`src/rtl/mult_div_unit_pkg.sv`:
```
// Shared encodings for the multiply/divide unit: MDControl opcodes (also used by
// the ALU decoder), FSM states and iteration sizing.
package mult_div_unit_pkg;

  localparam int unsigned XLEN       = 32;
  localparam int unsigned ITERATIONS = 32;
  localparam int unsigned CNT_W      = $clog2(ITERATIONS);

  typedef enum logic [2:0] {
    MD_NONE  = 3'b000,
    MD_MULT  = 3'b001,
    MD_MULTU = 3'b010,
    MD_DIV   = 3'b011,
    MD_DIVU  = 3'b100,
    MD_MTHI  = 3'b101,
    MD_MTLO  = 3'b110,
    MD_RSVD  = 3'b111
  } md_ctrl_e;

  typedef enum logic [1:0] {
    IDLE = 2'b00,
    MUL  = 2'b01,
    DIV  = 2'b10,
    DONE = 2'b11
  } mdu_state_e;

  function automatic logic is_signed_op(input logic [2:0] ctrl);
    return (ctrl == MD_MULT) || (ctrl == MD_DIV);
  endfunction

endpackage

```
`src/rtl/mult_div_unit_sign_fix.sv`:
```
// Combinational sign handling: operand magnitudes on the way in, conditional
// negation of the 64-bit product or quotient/remainder on the way out.
module mdu_sign_fix
  import mult_div_unit_pkg::*;
(
  input  logic            i_signed,
  input  logic [XLEN-1:0] i_a,
  input  logic [XLEN-1:0] i_b,
  output logic [XLEN-1:0] o_mag_a,
  output logic [XLEN-1:0] o_mag_b,
  output logic            o_neg_res,
  output logic            o_neg_rem,
  input  logic            i_is_div,
  input  logic            i_neg_res,
  input  logic            i_neg_rem,
  input  logic [XLEN-1:0] i_hi_mag,
  input  logic [XLEN-1:0] i_lo_mag,
  output logic [XLEN-1:0] o_hi,
  output logic [XLEN-1:0] o_lo
);

  logic [2*XLEN-1:0] w_prod_neg;

  assign w_prod_neg = -{i_hi_mag, i_lo_mag};

  always_comb begin
    o_mag_a   = (i_signed && i_a[XLEN-1]) ? -i_a : i_a;
    o_mag_b   = (i_signed && i_b[XLEN-1]) ? -i_b : i_b;
    o_neg_res = i_signed && (i_a[XLEN-1] ^ i_b[XLEN-1]);
    o_neg_rem = i_signed && i_a[XLEN-1];
    if (i_is_div) begin
      // Quotient follows the sign rule, remainder follows the dividend.
      o_lo = i_neg_res ? -i_lo_mag : i_lo_mag;
      o_hi = i_neg_rem ? -i_hi_mag : i_hi_mag;
    end else begin
      o_hi = i_neg_res ? w_prod_neg[2*XLEN-1:XLEN] : i_hi_mag;
      o_lo = i_neg_res ? w_prod_neg[XLEN-1:0]      : i_lo_mag;
    end
  end

endmodule

```
`src/rtl/mult_div_unit.sv`:
```
// Iterative 32-cycle multiply/divide unit with HI/LO result registers.
// Shift-add multiply and restoring divide share one {hi,lo} working pair.
module mult_div_unit
  import mult_div_unit_pkg::*;
(
  input  logic            clk,
  input  logic            reset_n,
  input  logic [XLEN-1:0] SrcA,
  input  logic [XLEN-1:0] SrcB,
  input  logic [2:0]      MDControl,
  input  logic            Start,
  output logic            Busy,
  output logic            Done,
  output logic            DivByZero,
  output logic [XLEN-1:0] HI,
  output logic [XLEN-1:0] LO
);

  mdu_state_e      r_state, w_state_nxt;
  logic [CNT_W-1:0] r_cnt, w_cnt_nxt;
  logic [XLEN-1:0] r_work_hi, w_work_hi_nxt;
  logic [XLEN-1:0] r_work_lo, w_work_lo_nxt;
  logic [XLEN-1:0] r_mcand, w_mcand_nxt;
  logic [XLEN-1:0] r_src_a, w_src_a_nxt;
  logic [XLEN-1:0] r_hi, w_hi_nxt;
  logic [XLEN-1:0] r_lo, w_lo_nxt;
  logic            r_is_div, w_is_div_nxt;
  logic            r_neg_res, w_neg_res_nxt;
  logic            r_neg_rem, w_neg_rem_nxt;
  logic            r_div0, w_div0_nxt;
  logic            r_busy, w_busy_nxt;
  logic            r_done, w_done_nxt;
  logic            r_dbz, w_dbz_nxt;

  logic [XLEN-1:0] w_mag_a, w_mag_b, w_fix_hi, w_fix_lo;
  logic            w_neg_res, w_neg_rem, w_op_signed, w_last;
  logic [XLEN:0]   w_mul_sum, w_div_shift;
  logic [XLEN-1:0] w_div_diff;
  logic            w_div_ge;
  logic [XLEN-1:0] w_step_hi, w_step_lo;

  assign w_op_signed = is_signed_op(MDControl);
  assign w_last      = (r_cnt == CNT_W'(ITERATIONS - 1));

  // One shift-add multiply step: conditionally add, then shift {carry,hi,lo} right.
  assign w_mul_sum = {1'b0, r_work_hi} + (r_work_lo[0] ? {1'b0, r_mcand} : (XLEN+1)'(0));

  // One restoring divide step: shift dividend bit into remainder, subtract if it fits.
  assign w_div_shift = {r_work_hi, r_work_lo[XLEN-1]};
  assign w_div_ge    = (w_div_shift >= {1'b0, r_mcand});
  assign w_div_diff  = w_div_shift[XLEN-1:0] - r_mcand;

  always_comb begin
    if (r_is_div) begin
      w_step_hi = w_div_ge ? w_div_diff : w_div_shift[XLEN-1:0];
      w_step_lo = {r_work_lo[XLEN-2:0], w_div_ge};
    end else begin
      w_step_hi = w_mul_sum[XLEN:1];
      w_step_lo = {w_mul_sum[0], r_work_lo[XLEN-1:1]};
    end
  end

  mdu_sign_fix u_sign_fix (
    .i_signed  (w_op_signed),
    .i_a       (SrcA),
    .i_b       (SrcB),
    .o_mag_a   (w_mag_a),
    .o_mag_b   (w_mag_b),
    .o_neg_res (w_neg_res),
    .o_neg_rem (w_neg_rem),
    .i_is_div  (r_is_div),
    .i_neg_res (r_neg_res),
    .i_neg_rem (r_neg_rem),
    .i_hi_mag  (w_step_hi),
    .i_lo_mag  (w_step_lo),
    .o_hi      (w_fix_hi),
    .o_lo      (w_fix_lo)
  );

  // Next-state and datapath control.
  always_comb begin
    w_state_nxt   = r_state;
    w_cnt_nxt     = r_cnt;
    w_work_hi_nxt = r_work_hi;
    w_work_lo_nxt = r_work_lo;
    w_mcand_nxt   = r_mcand;
    w_src_a_nxt   = r_src_a;
    w_hi_nxt      = r_hi;
    w_lo_nxt      = r_lo;
    w_is_div_nxt  = r_is_div;
    w_neg_res_nxt = r_neg_res;
    w_neg_rem_nxt = r_neg_rem;
    w_div0_nxt    = r_div0;
    w_busy_nxt    = 1'b0;
    w_done_nxt    = 1'b0;
    w_dbz_nxt     = r_dbz;

    unique case (r_state)
      IDLE: begin
        if (Start) begin
          unique case (md_ctrl_e'(MDControl))
            MD_MULT, MD_MULTU, MD_DIV, MD_DIVU: begin
              w_is_div_nxt  = (MDControl == MD_DIV) || (MDControl == MD_DIVU);
              w_state_nxt   = w_is_div_nxt ? DIV : MUL;
              w_cnt_nxt     = '0;
              w_work_hi_nxt = '0;
              w_work_lo_nxt = w_mag_a;
              w_mcand_nxt   = w_mag_b;
              w_src_a_nxt   = SrcA;
              w_neg_res_nxt = w_neg_res;
              w_neg_rem_nxt = w_neg_rem;
              w_div0_nxt    = (SrcB == '0);
              w_busy_nxt    = 1'b1;
              w_dbz_nxt     = 1'b0;
            end
            MD_MTHI: w_hi_nxt = SrcA;
            MD_MTLO: w_lo_nxt = SrcA;
            default: ;
          endcase
        end
      end
      MUL, DIV: begin
        w_work_hi_nxt = w_step_hi;
        w_work_lo_nxt = w_step_lo;
        w_cnt_nxt     = r_cnt + CNT_W'(1);
        w_busy_nxt    = 1'b1;
        if (w_last) begin
          w_state_nxt = DONE;
          w_busy_nxt  = 1'b0;
          w_done_nxt  = 1'b1;
          if (r_is_div && r_div0) begin
            w_hi_nxt  = r_src_a;
            w_lo_nxt  = '1;
            w_dbz_nxt = 1'b1;
          end else begin
            w_hi_nxt = w_fix_hi;
            w_lo_nxt = w_fix_lo;
          end
        end
      end
      DONE: w_state_nxt = IDLE;
      default: w_state_nxt = IDLE;
    endcase
  end

  always_ff @(posedge clk) begin
    if (!reset_n) begin
      r_state   <= IDLE;
      r_cnt     <= '0;
      r_work_hi <= '0;
      r_work_lo <= '0;
      r_mcand   <= '0;
      r_src_a   <= '0;
      r_hi      <= '0;
      r_lo      <= '0;
      r_is_div  <= 1'b0;
      r_neg_res <= 1'b0;
      r_neg_rem <= 1'b0;
      r_div0    <= 1'b0;
      r_busy    <= 1'b0;
      r_done    <= 1'b0;
      r_dbz     <= 1'b0;
    end else begin
      r_state   <= w_state_nxt;
      r_cnt     <= w_cnt_nxt;
      r_work_hi <= w_work_hi_nxt;
      r_work_lo <= w_work_lo_nxt;
      r_mcand   <= w_mcand_nxt;
      r_src_a   <= w_src_a_nxt;
      r_hi      <= w_hi_nxt;
      r_lo      <= w_lo_nxt;
      r_is_div  <= w_is_div_nxt;
      r_neg_res <= w_neg_res_nxt;
      r_neg_rem <= w_neg_rem_nxt;
      r_div0    <= w_div0_nxt;
      r_busy    <= w_busy_nxt;
      r_done    <= w_done_nxt;
      r_dbz     <= w_dbz_nxt;
    end
  end

  assign Busy      = r_busy;
  assign Done      = r_done;
  assign DivByZero = r_dbz;
  assign HI        = r_hi;
  assign LO        = r_lo;

endmodule

```
`config.mk`:
```
export PLATFORM = sky130hd
export DESIGN_NAME = mult_div_unit
export DESIGN_NICKNAME = d
export VERILOG_FILES = /design/src/rtl/mult_div_unit_pkg.sv /design/src/rtl/mult_div_unit_sign_fix.sv /design/src/rtl/mult_div_unit.sv
export SDC_FILE = /design/constraint.sdc
export NUM_CORES = 1
export LEC_CHECK = 0
export ABC_AREA = 1
export CAP_MARGIN = 10
export CORE_MARGIN = 8
export CORE_UTILIZATION = 45
export CTS_CLUSTER_SIZE = 10
export DETAILED_ROUTE_END_ITERATION = 16
export DONT_BUFFER_PORTS = 1
export GPL_TIMING_DRIVEN = 0
export MAX_ROUTING_LAYER = met4
export PLACE_DENSITY = 0.66
export RECOVER_POWER = 50
export SETUP_SLACK_MARGIN = 0.1
export SYNTH_ARGS = -nofsm -noshare
export SYNTH_HDL_FRONTEND = slang
export SYNTH_SLANG_ARGS = --single-unit
```
`constraint.sdc`:
```
create_clock -name clk -period 4.4 [get_ports clk]
set_clock_uncertainty 0.1 [all_clocks]
set_input_delay 1.1 -clock clk [delete_from_list [all_inputs] [get_ports clk]]
set_output_delay 1.1 -clock clk [all_outputs]
set_load 0.05 [all_outputs]
```
# Yosys cells after proc, flatten, opt, wreduce, memory -nomap -nowiden
# Cells that the tools add are included.
# totals
ff_bits	206
input_bits	70
out_inout_bits	67
# op_classes
n_addsub	8
n_lt_le_gt_ge	1
eq_ne	16
n_mux	46
bitwise_logic	1
n_reduce_logical	18
# op_table
op	n
2-to-1 mux 32 bit	24
case mux 32 bit (2 select lines)	4
negation 32 bit	4
negation 64 bit	1
adder 32 x 32 -> 33 bit	1
>= comparator 33 x 32 -> 1 bit	1
logical NOT 32 bit	1
subtractor 32 bit	1
2-to-1 mux 5 bit	2
case mux 5 bit (2 select lines)	1
== test 3 bit (second input constant)	3
AND reduction 3 bit	3
2-to-1 mux 1 bit	8
2-to-1 mux 2 bit	4
AND reduction 4 bit	2
== test 3 x 2 -> 1 bit (second input constant)	2
!= test 2 x 1 -> 1 bit (second input constant)	3
!= test 2 bit (second input constant)	3
case mux 2 bit (3 select lines)	1
adder 5 x 1 -> 5 bit (second input constant)	1
== test 5 bit (second input constant)	1
AND reduction 5 bit	1
== test 2 bit (second input constant)	2
logical AND 1 bit	4
other kinds (10)	12

# Logic depth before layout (Yosys ltp)
# Gate-level depths: netlist (run 1).
# depth
word_depth	9
depth_mapped	32
mapped_depth_nobuf	32

# By module
# Synthesis (run 1) repeated with hierarchy kept, for this count alone.
# unflattened
cells_unflattened	3158
area_unflattened_um2	18500.2
# by_module_without_submodules
mod	n_inst	cells_each	area_each_um2	seq_area_each_um2
mult_div_unit	1	2283	14177.3	4124.0
mdu_sign_fix	1	875	4322.9	0.0

# Worst setup path before layout (run 1)
# No wires, ideal clock.
# synth_path
path_kind	register -> register
startpoint	register r_mcand[29]
endpoint	register r_hi[16], in the netlist HI[16]
setup_time_ps	70
arrival_ps	3387
t_required_ps	4230
slack_ps	843
stages_incl_launch_ff	29
synth_period_minus_slack_ps	3557
cell_sequence	dfxtp_1 -> inv_1 -> ha_1 -> nand2_1 -> inv_1 -> nand2_1 -> inv_1 -> a21oi_1 -> nand2_1 -> nor2_4 -> nand3_1 -> o21ai_2 -> ha_1 -> nand3_2 -> nor3_4 -> nand2_2 -> nor2_2 -> nand2_1 -> nand2_1 -> nand2_1 -> a21oi_2 -> o211ai_2 -> a21oi_2 -> o21ai_1 -> nand2_1 -> nand2_1 -> nand2_1 -> nand2_1 -> a21oi_1
# synth_between
elab_chain_len	9
elab_cells_between_ends	12
cone_classes	2 x add/sub; 1 x order compare; 9 x mux
# synth_lines
element	line_no	text
from (decl)	mult_div_unit.sv:23	logic [XLEN-1:0] r_mcand, w_mcand_nxt;
from (signal assigned)	mult_div_unit.sv:168	r_mcand <= w_mcand_nxt;
>= comparator 33 x 32 -> 1 bit *	mult_div_unit.sv:50	assign w_div_ge = (w_div_shift >= {1'b0, r_mcand});
2-to-1 mux 32 bit	mult_div_unit.sv:55	w_step_hi = w_div_ge ? w_div_diff : w_div_shift[XLEN-1:0];
2-to-1 mux 32 bit	mult_div_unit.sv:54	if (r_is_div) begin
negation 64 bit or negation 32 bit (tied branches)	mult_div_unit_sign_fix.sv:24, mult_div_unit_sign_fix.sv:34	
2-to-1 mux 32 bit (on tied branches)	mult_div_unit_sign_fix.sv:36, mult_div_unit_sign_fix.sv:34	
2-to-1 mux 32 bit *	mult_div_unit_sign_fix.sv:31	if (i_is_div) begin
2-to-1 mux 32 bit *	mult_div_unit.sv:131	if (r_is_div && r_div0) begin
2-to-1 mux 32 bit *	mult_div_unit.sv:127	if (w_last) begin
case mux 32 bit (2 select lines) *	mult_div_unit.sv:98	unique case (r_state)
to (signal assigned)	mult_div_unit.sv:170	r_hi <= w_hi_nxt;
to (decl)	mult_div_unit.sv:25	logic [XLEN-1:0] r_hi, w_hi_nxt;
# Mark *: on every way between the ends. The rest lies on a longest branch, timed or not. The select of a mux whose other input is x is not followed.
# A chain may end at the register's enable or synchronous reset.

# Final worst setup path (run 1)
# layout_path
startpoint	register r_work_hi[20]
endpoint	register r_hi[12], in the netlist HI[12]
# layout_between
elab_chain_len	9
elab_cells_between_ends	12
cone_classes	2 x add/sub; 1 x order compare; 9 x mux
# layout_lines
element	line_no	text
from (decl)	mult_div_unit.sv:21	logic [XLEN-1:0] r_work_hi, w_work_hi_nxt;
from (signal assigned)	mult_div_unit.sv:166	r_work_hi <= w_work_hi_nxt;
>= comparator 33 x 32 -> 1 bit *	mult_div_unit.sv:50	
2-to-1 mux 32 bit	mult_div_unit.sv:55	
2-to-1 mux 32 bit	mult_div_unit.sv:54	
negation 64 bit or negation 32 bit (tied branches)	mult_div_unit_sign_fix.sv:24, mult_div_unit_sign_fix.sv:34	
2-to-1 mux 32 bit (on tied branches)	mult_div_unit_sign_fix.sv:36, mult_div_unit_sign_fix.sv:34	
2-to-1 mux 32 bit *	mult_div_unit_sign_fix.sv:31	
2-to-1 mux 32 bit *	mult_div_unit.sv:131	
2-to-1 mux 32 bit *	mult_div_unit.sv:127	
case mux 32 bit (2 select lines) *	mult_div_unit.sv:98	
# Marks and branches as above.

==> results.py, run 1 <==
metrics = {
    "synthesis": {
        "synth.area.top_cells": "dfxtp_1 (23%), nand2_1 (17%), inv_1 (8.4%)",
        "ys_async_sr_fraction": 0,
        "synth_area_leader_cell": "dfxtp_1",
        "synth.top_cell.area_share": 0.2261,
        "synth_edf_count": 0,
        "ys_seq_elements": 206,
        "avgSynthCellArea_sq_um": 5.858,
        "synthCells": 3114,
        "synth_seq_area_share": 0.2261,
        "synth_area_sq_um": 18240,
        "synthDistinctLibCells": 59,
        "ys.flop_type": "dfxtp_1",
        "syn-num-nets": 3258,
        "synth_warnings": 0,
    },
    "layout": {
        "nNetsFinal": 3310,
        "n_fill_cell": 4262,
        "area_delta_synth_final_pct": 12.37,
        "final_core_util": 0.5136,
        "final_layout_size_suffix_gt1_frac": 0.09582,
    },
    "clock_network": {
        "clk_latency_ns": 0.61,
        "clockBufferDepth": 3,
        "postCtsHoldBufs": 0,
        "cts_tree": "built",
        "path_clk_slew_ns": 0.06,
        "cts_buffers": 28,
        "clockRootBuffer": "clkbuf_16",
        "h-tree-depth": 1,
        "cts.sinks": 206,
    },
    "detailed_routing": {
        "via_per_inst": 6.058,
        "ant_nets": 0,
        "vias": 22486,
        "drt-total-wl_mm": 89.80,
        "remaining_drc_errors": 0,
        "wl_per_cell_um": 24.19,
        "first_pass_iters": 6,
        "drtIter0Drc": 2983,
    },
    "critical_path": {
        "cp-end-kind": "flop",
        "path_buf_inv": 1,
        "crit_top_cell": "nand2_1",
        "cp_slowest_cell": "dfxtp_1",
        "worstPathRequired_ns": 4.81,
        "worstSetupStartpointType": "flop",
        "path_class": "flop to flop",
        "crit_fanout": 6,
        "cp_data_arrival_time_ns": 4.55,
        "slowest_delay_ns": 0.52,
        "path_delay_family": "simple AND/OR/NAND/NOR gates",
    },
    "sta": {
        "rsz0062_at_grt": "yes",
        "final-hold-violation-count": 0,
        "worstMarginPinSlew_ns": 1.106,
        "fmax_mhz": 241.3,
        "final.min_clock_period_ns": 4.145,
        "slew_violations": 0,
        "setup_violations": 0,
        "timing.final.crit_share": 0.9421,
        "slew_headroom": 0.2601,
        "fin_ws_ns": 0.2550,
    },
    "global_route": {
        "grt_pass1_vias": 20497,
        "overflow": 0,
        "grt_pass1_wl_mm": 130.3,
        "grt_max_degree": 16,
        "antenna_found_initial": 4,
        "track_usage": 0.3732,
    },
    "floorplan": {
        "start_util": 0.4570,
        "die_area_sq_um": 47230,
        "die_w_um": 217.3,
        "io_pins": 137,
        "fp-row-count": 73,
        "die_y_um": 217.3,
        "core_area_sq_um": 39910,
    },
    "power_and_ir_drop": {
        "ir_worst_vdd_v": 0.0004758,
        "p_per_area_nw_per_um2": 678.9,
        "leakagePower_nw": 9.840,
    },
    "place": {
        "dp_slack_ns": -0.5227,
        "place_congestion": 1.050,
        "io_buffer_count": 0,
        "dpl.hpwl_mm": 72.87,
    },
    "flow_run": {
        "maxCapViolCount": 0,
    },
    "min_path": {
        "hold_path.class": "flop to flop",
    },
    "status": {
        "status": "complete, no violations",
    },
}
==> repair_timing <==
item | CTS | global route
buffers inserted | 6 | 16
endpoints found under the setup margin | 29 | 36
resized for setup | 41 | 112
pin swaps | 7 | 11
==> cells in the final DEF (no fill, tap or decap), types with 12 or more instances in the layout <==
cell	instances
nand2_1	826
inv_1	404
nor2_1	284
a21oi_1	237
o21ai_0	224
nand3_1	198
dfxtp_1	175
clkbuf_1	99
ha_1	51
nand4_1	48
o211ai_1	40
xor2_1	39
nor3_1	38
nand2_2	30
a31oi_1	30
a211oi_1	29
clkbuf_16	28
buf_4	25
nor2_2	24
dfxtp_2	24
inv_2	22
buf_2	19
nand3b_1	19
o21ai_1	18
xnor2_1	17
or2_2	15
a21oi_2	13
nand3_2	13
ha_4	12
==> area by class of cell <==
cell class / instances / area [sq um] / share of cell area
multi-input combinational: 2344 / 12370 / 0.6034
clock buffer: 38 / 778.2 / 0.03797
sequential: 206 / 4180 / 0.2039
timing repair buffer: 22 / 165.2 / 0.008057
buffer: 132 / 593.1 / 0.02893
clock inverter: 9 / 125.1 / 0.006104
antenna: 4 / 10.01 / 0.0004883
tap: 525 / 656.9 / 0.03205
inverter: 432 / 1622 / 0.07911
==> worst reg2reg max path, stage by stage (launching register included) <==
cell,delay (ns)
dfxtp_1,0.52
ha_2,0.39
nand2_1,0.15
nor2_2,0.07
nand2_1,0.07
nand2_1,0.06
nand2_1,0.08
nand2_2,0.08
nor2_4,0.14
nand3_4,0.13
o21ai_4,0.12
ha_4,0.18
nand3_2,0.11
nor3_4,0.22
nand2_2,0.12
nor2_4,0.10
nand2_1,0.08
nand2_1,0.10
nand2_2,0.10
a21oi_4,0.19
o211ai_4,0.16
clkinv_1,0.10
o21ai_0,0.08
nand2_1,0.17
xor2_2,0.21
nand2_1,0.08
a21oi_1,0.14
==> where the power goes <==
group / internal (mW) / switching [mW] / leakage [nW]
combinational: 2.12 / 5.81 / 7.70
sequential: 2.37 / 1.31 / 1.70
clock: 1.35 / 0.961 / 0.437
==> metrics by stage <==
step                      TNS (ns)  hold WS, ns  instances  area, sq um  power, mW
after floorplan                  0       0.3245       3114        18240      8.229
after global placement      -6.755       0.3408       3639        18900      10.84
after detailed placement    -6.990       0.3520       3639        18900      10.89
after CTS                        0       0.3609       3692        20010      13.31
after global routing             0       0.3856       3712        20500      14.54
final                            0       0.3671       3712        20500      13.92
==> flip-flops by register name, summed over array words and instances, names as in the netlist, 2 cells and up <==
signal     cells
HI            32
r_cnt          5
r_work_hi     32
LO            32
r_mcand       32
r_src_a       32
r_state        2
r_work_lo     32
==> metal layers <==
| layer | vias to the layer above | GRT usage | part of all wire |
|---|---|---|---|
| met4 | 0 | 0.1718 | 0.055 |
| met3 | 273 | 0.09764 | 0.12 |
| met1 | 10493 | 0.4726 | 0.41 |
| met5 | - | - | 0 |
| met2 | 1372 | 0.5505 | 0.42 |
| li1 | 10348 | - | - |
==> cells by family (layout without fill, tap and decap cells) <==
kind of cell             Yosys count  in the layout  synth area share
XOR/XNOR                          57             57           0.02737
AO/OA/AOI/OAI                    675            675            0.2119
AND/OR/NAND/NOR                 1538           1538            0.3624
adder cells (fa/ha/maj)           74             74           0.05158
other                              0              4                 0
flip-flops                       206            206            0.2261
buffers and inverters            564            633            0.1207
==> path summary, 6_finish.rpt <==
check                           slack, ns  depth (start not counted)                        from                       to
worst min register to register       0.37                          2     r_src_a[1]$_SDFFE_PN0P_  r_src_a[1]$_SDFFE_PN0P_
worst max-delay path                 0.25                         26  r_work_hi[20]$_SDFFE_PN0P_      HI[12]$_SDFFE_PN0P_
worst max register to register       0.25                         26  r_work_hi[20]$_SDFFE_PN0P_      HI[12]$_SDFFE_PN0P_
worst min-delay path                 0.37                          2     r_src_a[1]$_SDFFE_PN0P_  r_src_a[1]$_SDFFE_PN0P_
==> synthesized netlist by cell type (all sizes together), types with 4 or more instances <==
library cell and count:
nand2 859, inv 424, nor2 319, a21oi 254
o21ai 252, nand3 213, dfxtp 206, clkbuf 96
ha 72, nand4 49, nor3 44, o211ai 41
xor2 40, buf 36, a31oi 30, a211oi 29
or2 22, nand3b 19, xnor2 17, o221ai 11
o21bai 10, nor4 9, clkinv 8, a41oi 7
o21a 7, o31ai 7, a21o 4, a221oi 4
a311oi 4, o2111ai 4, o41ai 4
Note: power is estimated with default switching activity, not from simulation.
==> run 2: changes to the inputs <==
CORE_UTILIZATION = 42   (was 45)
HOLD_SLACK_MARGIN = 0.05   (was not set)
PLACE_DENSITY = 0.62   (was 0.66)
==> results.py, run 2 (synthesis gave the netlist of run 1 again) <==
metrics = {
    "sta": {
        "rsz0062_at_grt": "no",
        "setup_violations": 0,
        "final.min_clock_period_ns": 4.213,
        "fmax_mhz": 237.4,
        "timing.final.crit_share": 0.9575,
        "slew_headroom": 0.2147,
        "worstMarginPinSlew_ns": 1.174,
        "slew_violations": 0,
        "hold_slack_ns": 0.3661,
        "final-hold-violation-count": 0,
        "fin_tns_setup_ns": 0,
    },
    "clock_network": {
        "h-tree-depth": 1,
        "postCtsHoldBufs": 0,
        "clockRootBuffer": "clkbuf_16",
        "cts_buffers": 27,
        "cts.sinks": 206,
        "clk_latency_ns": 0.58,
        "cts_tree": "built",
        "path_clk_slew_ns": 0.06,
        "clockBufferDepth": 3,
    },
    "power_and_ir_drop": {
        "ir_worst_vdd_v": 0.0005095,
        "leakagePower_nw": 9.744,
        "p_per_area_nw_per_um2": 660.2,
        "finalPower_mw": 13.49,
    },
    "global_route": {
        "grt_pass1_wl_mm": 127.5,
        "grt_pass1_vias": 20408,
        "overflow": 0,
        "grt_max_degree": 15,
        "antenna_found_initial": 1,
        "track_usage": 0.3401,
    },
    "place": {
        "place_congestion": 1.067,
        "io_buffer_count": 0,
        "placement.cell_area_sq_um": 18970,
        "dpl.hpwl_mm": 70.92,
    },
    "min_path": {
        "min_to": "r_src_a[0]$_SDFFE_PN0P_",
        "hold_start": "r_src_a[0]$_SDFFE_PN0P_",
        "hold_depth": 2,
        "hold_path.class": "flop to flop",
    },
    "critical_path": {
        "crit_fanout": 7,
        "worstPathRequired_ns": 4.80,
        "path_delay_family": "simple AND/OR/NAND/NOR gates",
        "rrSetupSlack_ns": 0.19,
        "cp_data_arrival_time_ns": 4.61,
        "r2r-end": "HI[4]$_SDFFE_PN0P_",
        "r2r_cells": 26,
        "crit_top_cell": "nand2_2",
        "path_buf_inv": 3,
        "path_class": "flop to flop",
        "cp_slowest_cell": "dfxtp_1",
        "slowest_delay_ns": 0.48,
        "worstSetupStartpointType": "flop",
        "r2r-start": "r_work_hi[10]$_SDFFE_PN0P_",
        "cp-end-kind": "flop",
    },
    "layout": {
        "design_area_sq_um": 20430,
        "nNetsFinal": 3305,
        "layout_commonest_cell": "nand2_1",
        "final_layout_size_suffix_gt1_frac": 0.09609,
        "antenna_cells": 0,
        "final_cell_mix": "nand2_1 (819), inv_1 (403), nor2_1 (288), a21oi_1 (242), o21ai_0 (226)",
        "n_fill_cell": 4798,
        "area_delta_synth_final_pct": 12.02,
    },
    "detailed_routing": {
        "remaining_drc_errors": 0,
        "ant_nets": 0,
        "drtIter0Drc": 2763,
        "via_per_inst": 5.927,
        "drt-total-wl_mm": 87.00,
        "first_pass_iters": 8,
        "vias": 22280,
        "wl_per_cell_um": 23.15,
    },
    "floorplan": {
        "start_util": 0.4244,
        "core_area_sq_um": 42980,
        "die_w_um": 224.4,
        "io_pins": 137,
        "die_y_um": 224.4,
        "die_area_sq_um": 50360,
        "fp-row-count": 76,
    },
    "flow_run": {
        "maxCapViolCount": 0,
    },
    "status": {
        "status": "complete, no violations",
    },
}
run 2: worst max path at each step:
stage                               startpoint                  end  slack, ns  cells after the start
finish              r_work_hi[10]$_SDFFE_PN0P_   HI[4]$_SDFFE_PN0P_       0.19                     26
global route          r_mcand[22]$_SDFFE_PN0P_   HI[4]$_SDFFE_PN0P_       0.04                     27
CTS                   r_mcand[27]$_SDFFE_PN0P_  HI[24]$_SDFFE_PN0P_       0.10                     28
detailed placement    r_mcand[30]$_SDFFE_PN0P_   HI[8]$_SDFFE_PN0P_      -0.81                     25
global placement      r_mcand[30]$_SDFFE_PN0P_   HI[8]$_SDFFE_PN0P_      -0.80                     25
floorplan             r_mcand[29]$_SDFFE_PN0P_  HI[16]$_SDFFE_PN0P_       0.84                     28
run 2: cell type report:
type / count / area [sq um] / area share
timing repair buffer: 18 / 135.1 / 0.006613
sequential: 206 / 4210 / 0.2060
buffer: 132 / 588.1 / 0.02878
tap: 585 / 732.0 / 0.03582
multi-input combinational: 2344 / 12360 / 0.6048
clock buffer: 35 / 725.7 / 0.03551
clock inverter: 7 / 57.56 / 0.002817
inverter: 432 / 1627 / 0.07960
run 2: where the power goes:
group          switching (mW)  internal [mW]
logic                    5.65           2.10
clock network           0.892           1.15
registers                1.33           2.37
total                    7.87           5.62
run 2: per-stage QoR:
stage               std cells  worst slack (ns)  utilization
finish                   3759            0.1870       0.4754
global route             3759           0.04274       0.4754
CTS                      3748            0.1036       0.4663
detailed placement       3699           -0.8052       0.4414
global placement         3699           -0.8034       0.4414
floorplan                3114            0.8426            -
run 2: repair_timing:
| action | in CTS | in global routing |
|---|---|---|
| gates resized for setup | 76 | 85 |
| pin swaps | 8 | 20 |
| endpoints found under the setup margin | 26 | 32 |
| setup buffers | 7 | 11 |
| hold endpoints to repair | 0 | 0 |
run 2: layer usage:
layer,up-vias,part of all wire,GRT usage
met5,-,0,-
met4,0,0.046,0.1319
met3,236,0.11,0.08389
met2,1300,0.43,0.5137
met1,10403,0.41,0.4339
li1,10341,-,-
run 2: worst register-to-register path, cell delays in order, from the launching register on:
cell      delay, ns
dfxtp_1        0.48
ha_1           0.33
nand2_1        0.11
inv_2          0.06
a21oi_4        0.20
o21ai_1        0.11
inv_1          0.10
nand2_2        0.09
nand2_4        0.13
nand3_4        0.12
o21ai_4        0.11
ha_4           0.19
nand3_4        0.09
nor3_4         0.23
nand2_2        0.13
nor2_4         0.14
nand2_2        0.08
nand2_2        0.09
nand2_4        0.07
a21oi_4        0.20
o211ai_4       0.17
inv_2          0.12
o21ai_2        0.08
nand2_1        0.11
xor2_1         0.16
nand2_1        0.15
a31oi_1        0.20
==> run 3: changes to the inputs <==
CAP_MARGIN = not set   (was 10)
==> results of run 3 <==
The final DEF is identical to that of run 2; final timing and power are the same.
